### config.mk
export PLATFORM = sky130hd
export DESIGN_NAME = tiny_cpu_ctrl
export DESIGN_NICKNAME = d
export VERILOG_FILES = /design/src/rtl/tiny_cpu_ctrl.sv
export SDC_FILE = /design/constraint.sdc
export NUM_CORES = 1
export LEC_CHECK = 0
export CAP_MARGIN = 5
export CORE_ASPECT_RATIO = 0.7
export CORE_MARGIN = 10
export CORE_UTILIZATION = 25
export DETAILED_ROUTE_END_ITERATION = 12
export PLACE_DENSITY = 0.5
export REMOVE_ABC_BUFFERS = 1
export SLEW_MARGIN = 30
export SYNTH_ARGS = -nofsm -noshare
export SYNTH_HDL_FRONTEND = slang
export SYNTH_SLANG_ARGS = --single-unit
### constraint.sdc
create_clock -name clk -period 1.5 [get_ports clk]
set_input_delay 0.15 -clock clk [delete_from_list [all_inputs] [get_ports clk]]
set_output_delay 0.15 -clock clk [all_outputs]
set_load 0.01 [all_outputs]
### src/rtl/tiny_cpu_ctrl.sv
// Multicycle control unit for the tiny RISC CPU: fetch/decode/execute sequencing
// with a memory-ready handshake, a wait-timeout bus fault and a halt request.
module tiny_cpu_ctrl #(
  parameter int WAIT_MAX = 15
) (
  input  logic       clk,
  input  logic       rst_n,
  input  logic [1:0] op_code,
  input  logic       mem_rdy,
  input  logic       halt_req,
  output logic       pc_on_adr,
  output logic       ir_on_adr,
  output logic       data_on_dbus,
  output logic       alu_on_dbus,
  output logic       dbus_on_data,
  output logic       ld_ir,
  output logic       ld_ac,
  output logic       ld_pc,
  output logic       inc_pc,
  output logic       clr_pc,
  output logic       pass,
  output logic       add,
  output logic       read_mem,
  output logic       write_mem,
  output logic       instr_done,
  output logic       halted,
  output logic       bus_err
);

  typedef enum logic [3:0] {
    S_RESET, S_FETCH, S_DECODE, S_RD, S_WR, S_ADD, S_JMP, S_HALT, S_FAULT
  } state_t;

  localparam logic [7:0] WAIT_LIM = 8'(WAIT_MAX);

  state_t     state_q, state_d;
  logic [7:0] cnt_q, cnt_d;
  state_t     retire_st;

  assign retire_st = halt_req ? S_HALT : S_FETCH;

  // Next state; the wait counter only survives while an access keeps waiting,
  // so every entry into FETCH/RD/WR and every ready cycle starts it at zero.
  always_comb begin
    state_d = state_q;
    cnt_d   = '0;
    case (state_q)
      S_RESET:  state_d = S_FETCH;
      S_FETCH: begin
        if (mem_rdy)                state_d = S_DECODE;
        else if (cnt_q == WAIT_LIM) state_d = S_FAULT;
        else                        cnt_d   = cnt_q + 8'd1;
      end
      S_DECODE: begin
        case (op_code)
          2'b00:   state_d = S_RD;
          2'b01:   state_d = S_WR;
          2'b10:   state_d = S_ADD;
          default: state_d = S_JMP;
        endcase
      end
      S_RD, S_WR: begin
        if (mem_rdy)                state_d = retire_st;
        else if (cnt_q == WAIT_LIM) state_d = S_FAULT;
        else                        cnt_d   = cnt_q + 8'd1;
      end
      S_ADD, S_JMP: state_d = retire_st;
      S_HALT:       if (!halt_req) state_d = S_FETCH;
      S_FAULT:      state_d = S_FAULT;
      default:      state_d = S_RESET;
    endcase
  end

  always_ff @(posedge clk) begin
    if (!rst_n) begin
      state_q <= S_RESET;
      cnt_q   <= '0;
    end else begin
      state_q <= state_d;
      cnt_q   <= cnt_d;
    end
  end

  // Strobe decode from the current state and the memory handshake.
  always_comb begin
    pc_on_adr    = 1'b0;
    ir_on_adr    = 1'b0;
    data_on_dbus = 1'b0;
    alu_on_dbus  = 1'b0;
    dbus_on_data = 1'b0;
    ld_ir        = 1'b0;
    ld_ac        = 1'b0;
    ld_pc        = 1'b0;
    inc_pc       = 1'b0;
    clr_pc       = 1'b0;
    pass         = 1'b0;
    add          = 1'b0;
    read_mem     = 1'b0;
    write_mem    = 1'b0;
    instr_done   = 1'b0;
    halted       = 1'b0;
    bus_err      = 1'b0;
    case (state_q)
      S_RESET: clr_pc = 1'b1;
      S_FETCH: begin
        pc_on_adr    = 1'b1;
        read_mem     = 1'b1;
        data_on_dbus = 1'b1;
        ld_ir        = mem_rdy;
        inc_pc       = mem_rdy;
      end
      S_RD: begin
        ir_on_adr    = 1'b1;
        read_mem     = 1'b1;
        data_on_dbus = 1'b1;
        ld_ac        = mem_rdy;
        instr_done   = mem_rdy;
      end
      S_WR: begin
        ir_on_adr    = 1'b1;
        write_mem    = 1'b1;
        pass         = 1'b1;
        alu_on_dbus  = 1'b1;
        dbus_on_data = 1'b1;
        instr_done   = mem_rdy;
      end
      S_ADD: begin
        add         = 1'b1;
        alu_on_dbus = 1'b1;
        ld_ac       = 1'b1;
        instr_done  = 1'b1;
      end
      S_JMP: begin
        ld_pc      = 1'b1;
        instr_done = 1'b1;
      end
      S_HALT:  halted  = 1'b1;
      S_FAULT: bus_err = 1'b1;
      default: ;
    endcase
  end

endmodule

---- After elaboration in Yosys (flattened, before gate mapping) ----
Index checks and enable logic that the tools add are counted.
operators by class
  bitwise operators ....................... 2
  reduce and logical (&&, ||, !) cells .... 8
  multiplexer cells ....................... 20
  add/sub/neg operators ................... 1
  equality and inequality tests ........... 12
operators by type and width
  cell                                            count
  one-hot mux 4 bit (7 select lines)              1
  == test 4 x 3 -> 1 bit (second input constant)  4
  2-to-1 mux 4 bit                                4
  2-to-1 mux 1 bit                                11
  one-hot mux 3 bit (3 select lines)              1
  adder 8 x 1 -> 8 bit (second input constant)    1
  == test 4 x 2 -> 1 bit (second input constant)  2
  == test 8 x 4 -> 1 bit (second input constant)  1
  OR reduction 2 bit                              4
  == test 4 x 1 -> 1 bit (second input constant)  1
  == test 4 bit (second input constant)           1
  logical NOT 4 bit                               1
  one-hot mux 1 bit (2 select lines)              2
  OR reduction 4 bit                              1
  2-to-1 mux 3 bit                                1
  OR reduction 3 bit                              1
  == test 2 x 1 -> 1 bit (second input constant)  1
  == test 2 bit (second input constant)           1
  logical NOT 2 bit                               1
  != test 2 bit (second input constant)           1
  NOT 1 bit                                       2
word-level totals
  output and inout port bits .............. 17
  flip-flop bits (word level) ............. 12
  word-level logic and storage cells ...... 45
  input port bits ......................... 6

---- Depth between registers and ports, before layout ----
  depth after elaboration ................. 4
  gate-level depth with buffers ........... 6
  gate-level depth less buffers ........... 6

---- Least setup slack after synthesis ----
Ideal clock, no wire load.
  kind .................................... register to output
  from .................................... register state_q[0]
  to ...................................... output ld_ac
  slack ................................... 0.057 ns
  arrival time ............................ 1.293 ns
  buffers on the path ..................... 1
  required time ........................... 1.350 ns
  cell stages (with the launch flop) ...... 5
  cell sequence ........................... dfxtp_1 > clkbuf_1 > nand2_1 > nor3_1 > a31o_2
between the ends
  longest elaborated chain between the ends .. 2
  elaborated cells on any way between the ends .. 3
  those cells by class .................... 2 x eq/ne; 1 x mux
ends and longest elaborated chain
  element                                                           RTL line  RTL
  from (decl)                                                       36        state_t state_q, state_d;
  from (signal assigned)                                            79        state_q <= state_d;
  == test 4 x 3 -> 1 bit or == test 4 x 2 -> 1 bit (tied branches)  103       case (state_q)
  one-hot mux 1 bit (2 select lines) (*)                            103
  to (decl)                                                         17        output logic ld_ac,
Mark *: on every way between the ends. The rest lies on a longest branch, timed or not.

---- Final worst setup path ----
  from .................................... register state_q[1]
  to ...................................... register state_q[3]
between the ends
  longest elaborated chain between the ends .. 3
  elaborated cells on any way between the ends .. 13
  those cells by class .................... 9 x eq/ne; 1 x mux; 3 x reduce/logical
ends and longest elaborated chain
  element                                                           RTL line  RTL
  == test 4 x 3 -> 1 bit or == test 4 x 2 -> 1 bit (tied branches)  47        case (state_q)
  OR reduction 2 bit (no source line)                               -
  one-hot mux 4 bit (7 select lines)                                47
Several ways; a longest one is shown, not always the timed one.
A chain may end at the register's enable or synchronous reset.

==> results by group <==
Global routing
  • Gr ovfl total: 0
  • Vias in the first global route: 824
  • Met1 Use GR: 0.0936
  • All-Layer GR Usage: 0.0796
  • First-pass GRT wire length: 3.86 mm
  • GR peak layer: met2
  • Initial antenna violation count: 0
  • Largest net degree at the start of global routing: 9
  • Met3 Track Usage GR: 0.0204
  • Grt met2 use: 0.143

Floorplanning
  • Core box area: 3130 sq um
  • Die ar.: 5960 sq um
  • I/O pin count: 23
  • DIE WIDTH: 88.1 um
  • Starting Density: 0.259
  • # rows: 17
  • Die Y: 67.6 um

Timing
  • Fin. Hold Viols: 0
  • Final Critical Period: 1.54 ns
  • Unrepaired setup endpoints after global routing: true
  • Clock Skews: 0.00214 ns
  • Hold Slack: 0.457 ns
  • Worst Max-Slew Pin Slew: 0.417 ns
  • Setup violation total in the final timing report: 5
  • Slew Limit Headroom: 0.719
  • Fin worst setup slack: -0.0357 ns
  • Final Cycle Share: 1.02
  • F_max: 651 MHz
  • Pins Over Slew Limit: 0

Routing
  • DRT Pass-1 Iters: 4
  • Wirelength per Cell: 12.5 um
  • Routed WL: 2.28 mm
  • Detailed-route via count: 870
  • DR vias/cell: 4.78
  • Drt first-iter violations: 92
  • # DRC: 0
  • DRT antenna net count: 0

Synth
  • Area leader, netlist: dfxtp_1
  • Cell variety after synth: 32
  • Top cell type's share of synthesized area: 0.296
  • Yosys reg bits: 12
  • Post-Synthesis Cells: 103
  • Post-synthesis sequential area ratio: 0.296
  • Synth warn: 0
  • Synthesized area: 811 sq um
  • Synth top area cells: dfxtp_1 (30%), ha_1 (6.2%), nor2_1 (5.6%), xor2_1 (5.4%), nand2b_1 (3.9%)
  • Avg Cell Area, Syn: 7.87 sq um

Layout
  • Fin cells: 182
  • Commonest non-fill, non-tap cells in the layout: buf_4 (25), dfxtp_1 (8), buf_2 (8)
  • Layout net count: 156
  • Most common cell after layout, fill and taps aside: buf_4
  • Layout cells sized above 1: 0.451
  • Diode count: 0
  • Area delta synth->final: 58.2%

Clock network
  • CTS HTree Levels: 1
  • Clk sink count: 12
  • CTS tree: built
  • Root Buffer: clkbuf_8
  • Clock-pin slew on the worst setup and hold paths: 0.05 ns
  • CTS Buffer Depth: 2
  • Clk_lat worst skew: 0.23 ns
  • Post-CTS Hold Buffers: 0
  • CTS Buf Count: 3

Critical path
  • Setup crit start kind: flip-flop
  • CP Capture Type: flip-flop
  • CP arrival: 1.71 ns
  • Crit path max fanout: 6
  • CP cell instances: or3b_4 -> buf_6 -> a211oi_4 -> nor3b_2 -> o21a_1
  • CP max stage delay: 0.41 ns
  • Crit path buf inv count: 1
  • Worst EP required: 1.68 ns
  • CP max-delay cell: or3b_4
  • Crit Path Category: flip-flop to flip-flop
  • Cell family with most CP delay: simple AND/OR/NAND/NOR gates

Power and ir drop
  • Pwr Density: 838 nW/um^2
  • Design Power: 0.00108 W
  • Leak Pwr: 0.551 nW
  • Worst-case vdd ir drop: 312 uV

Run status
  • Failing checks: negative setup slack
  • Outcome: complete, but fails checks

Job
  • Maximum capacitance violations: 0

Place
  • Buffers on Ports: 22
  • GP Congestion: 0.704
  • Placed Instances: 172
  • DP Wirelength: 1.75 mm

Worst hold path
  • Hold Path Class: flip-flop to flip-flop
## flip-flops by register name, summed over array words and instances, names as in the netlist
name / flops
cnt_q: 8
state_q: 4
## area by class of cell
| cell class | count | area (sq um) |
|---|---|---|
| inverter | 5 | 18.8 |
| sequential | 12 | 253 |
| timing repair buffer | 48 | 350 |
| clock buffer | 3 | 41.3 |
| fill | 323 | 1840 |
| multi-input combinational | 76 | 572 |
| tap | 38 | 47.5 |
## metal layers
| layer | routed length (um) | share of wire |
|---|---|---|
| met5 | 0 | 0 |
| met4 | 19 | 0.0083 |
| met3 | 84 | 0.037 |
| met2 | 1140 | 0.50 |
| met1 | 1040 | 0.46 |
## stage by stage
stage | utilization | setup TNS [ns] | setup slack [ns] | area, sq um
floorplan | - | -0.101 | -0.0233 | 751
global placement | 0.371 | -3.96 | -0.254 | 1160
detailed placement | 0.371 | -4.36 | -0.252 | 1160
CTS | 0.404 | -0.0305 | -0.00890 | 1260
global route | 0.410 | -0.800 | -0.117 | 1280
finish | 0.410 | -0.0673 | -0.0357 | 1280
## power by group
| group | total, W | internal (W) | leakage (nW) | switching, W |
|---|---|---|---|---|
| combinational | 0.000428 | 0.000225 | 0.429 | 0.000203 |
| clock | 0.000280 | 0.000176 | 0.0216 | 0.000104 |
| sequential | 0.000367 | 0.000339 | 0.0998 | 0.0000279 |
| total | 0.00108 | 0.000740 | 0.551 | 0.000335 |
## path summary, 6_finish.rpt
| kind | end | slack [ns] | cells after the start | from |
|---|---|---|---|---|
| setup reg to reg | state_q[3]$_SDFFE_PN0P_ | -0.04 | 5 | state_q[1]$_SDFFE_PN0P_ |
| hold / removal | cnt_q[0]$_SDFF_PP0_ | 0.46 | 1 | cnt_q[0]$_SDFF_PP0_ |
| setup / recovery | state_q[3]$_SDFFE_PN0P_ | -0.04 | 5 | state_q[1]$_SDFFE_PN0P_ |
| hold reg to reg | cnt_q[0]$_SDFF_PP0_ | 0.46 | 1 | cnt_q[0]$_SDFF_PP0_ |
## Yosys cell counts, drive strengths merged
master and n:
dfxtp 12, ha 4, xnor2 2, buf 5, nor4b 2, a31o 1, and3 2, nand3b 1
o31ai 2, nor4 2, nor3b 1, and2 1, nand4 2, nand2 7, or3b 1, o21a 2
o21ai 3, nor3 5, clkbuf 5, inv 5, nand2b 5, o22ai 3, a21oi 5, a22oi 2
nand3 3, nor2b 1, a211oi 1, nor2 12, xor2 5, a32oi 1
## cells by family (layout without fill, tap and decap cells)
group | count (synthesis) | in the layout | synth area share
flip-flops | 12 | 12 | 0.296
buffers and inverters | 15 | 56 | 0.0972
AND/OR/NAND/NOR | 45 | 45 | 0.304
adder cells (fa/ha/maj) | 4 | 4 | 0.0617
AO/OA/AOI/OAI | 20 | 20 | 0.165
XOR/XNOR | 7 | 7 | 0.0756
## repair_timing
action | 4_1_cts | 5_1_grt
setup buffers | 4 | 3
pin swaps | 8 | 7
cloned | 0 | 0
resized for setup | 51 | 28
endpoints found under the setup margin | 26 | 23
Note: power is estimated with default switching activity, not from simulation.
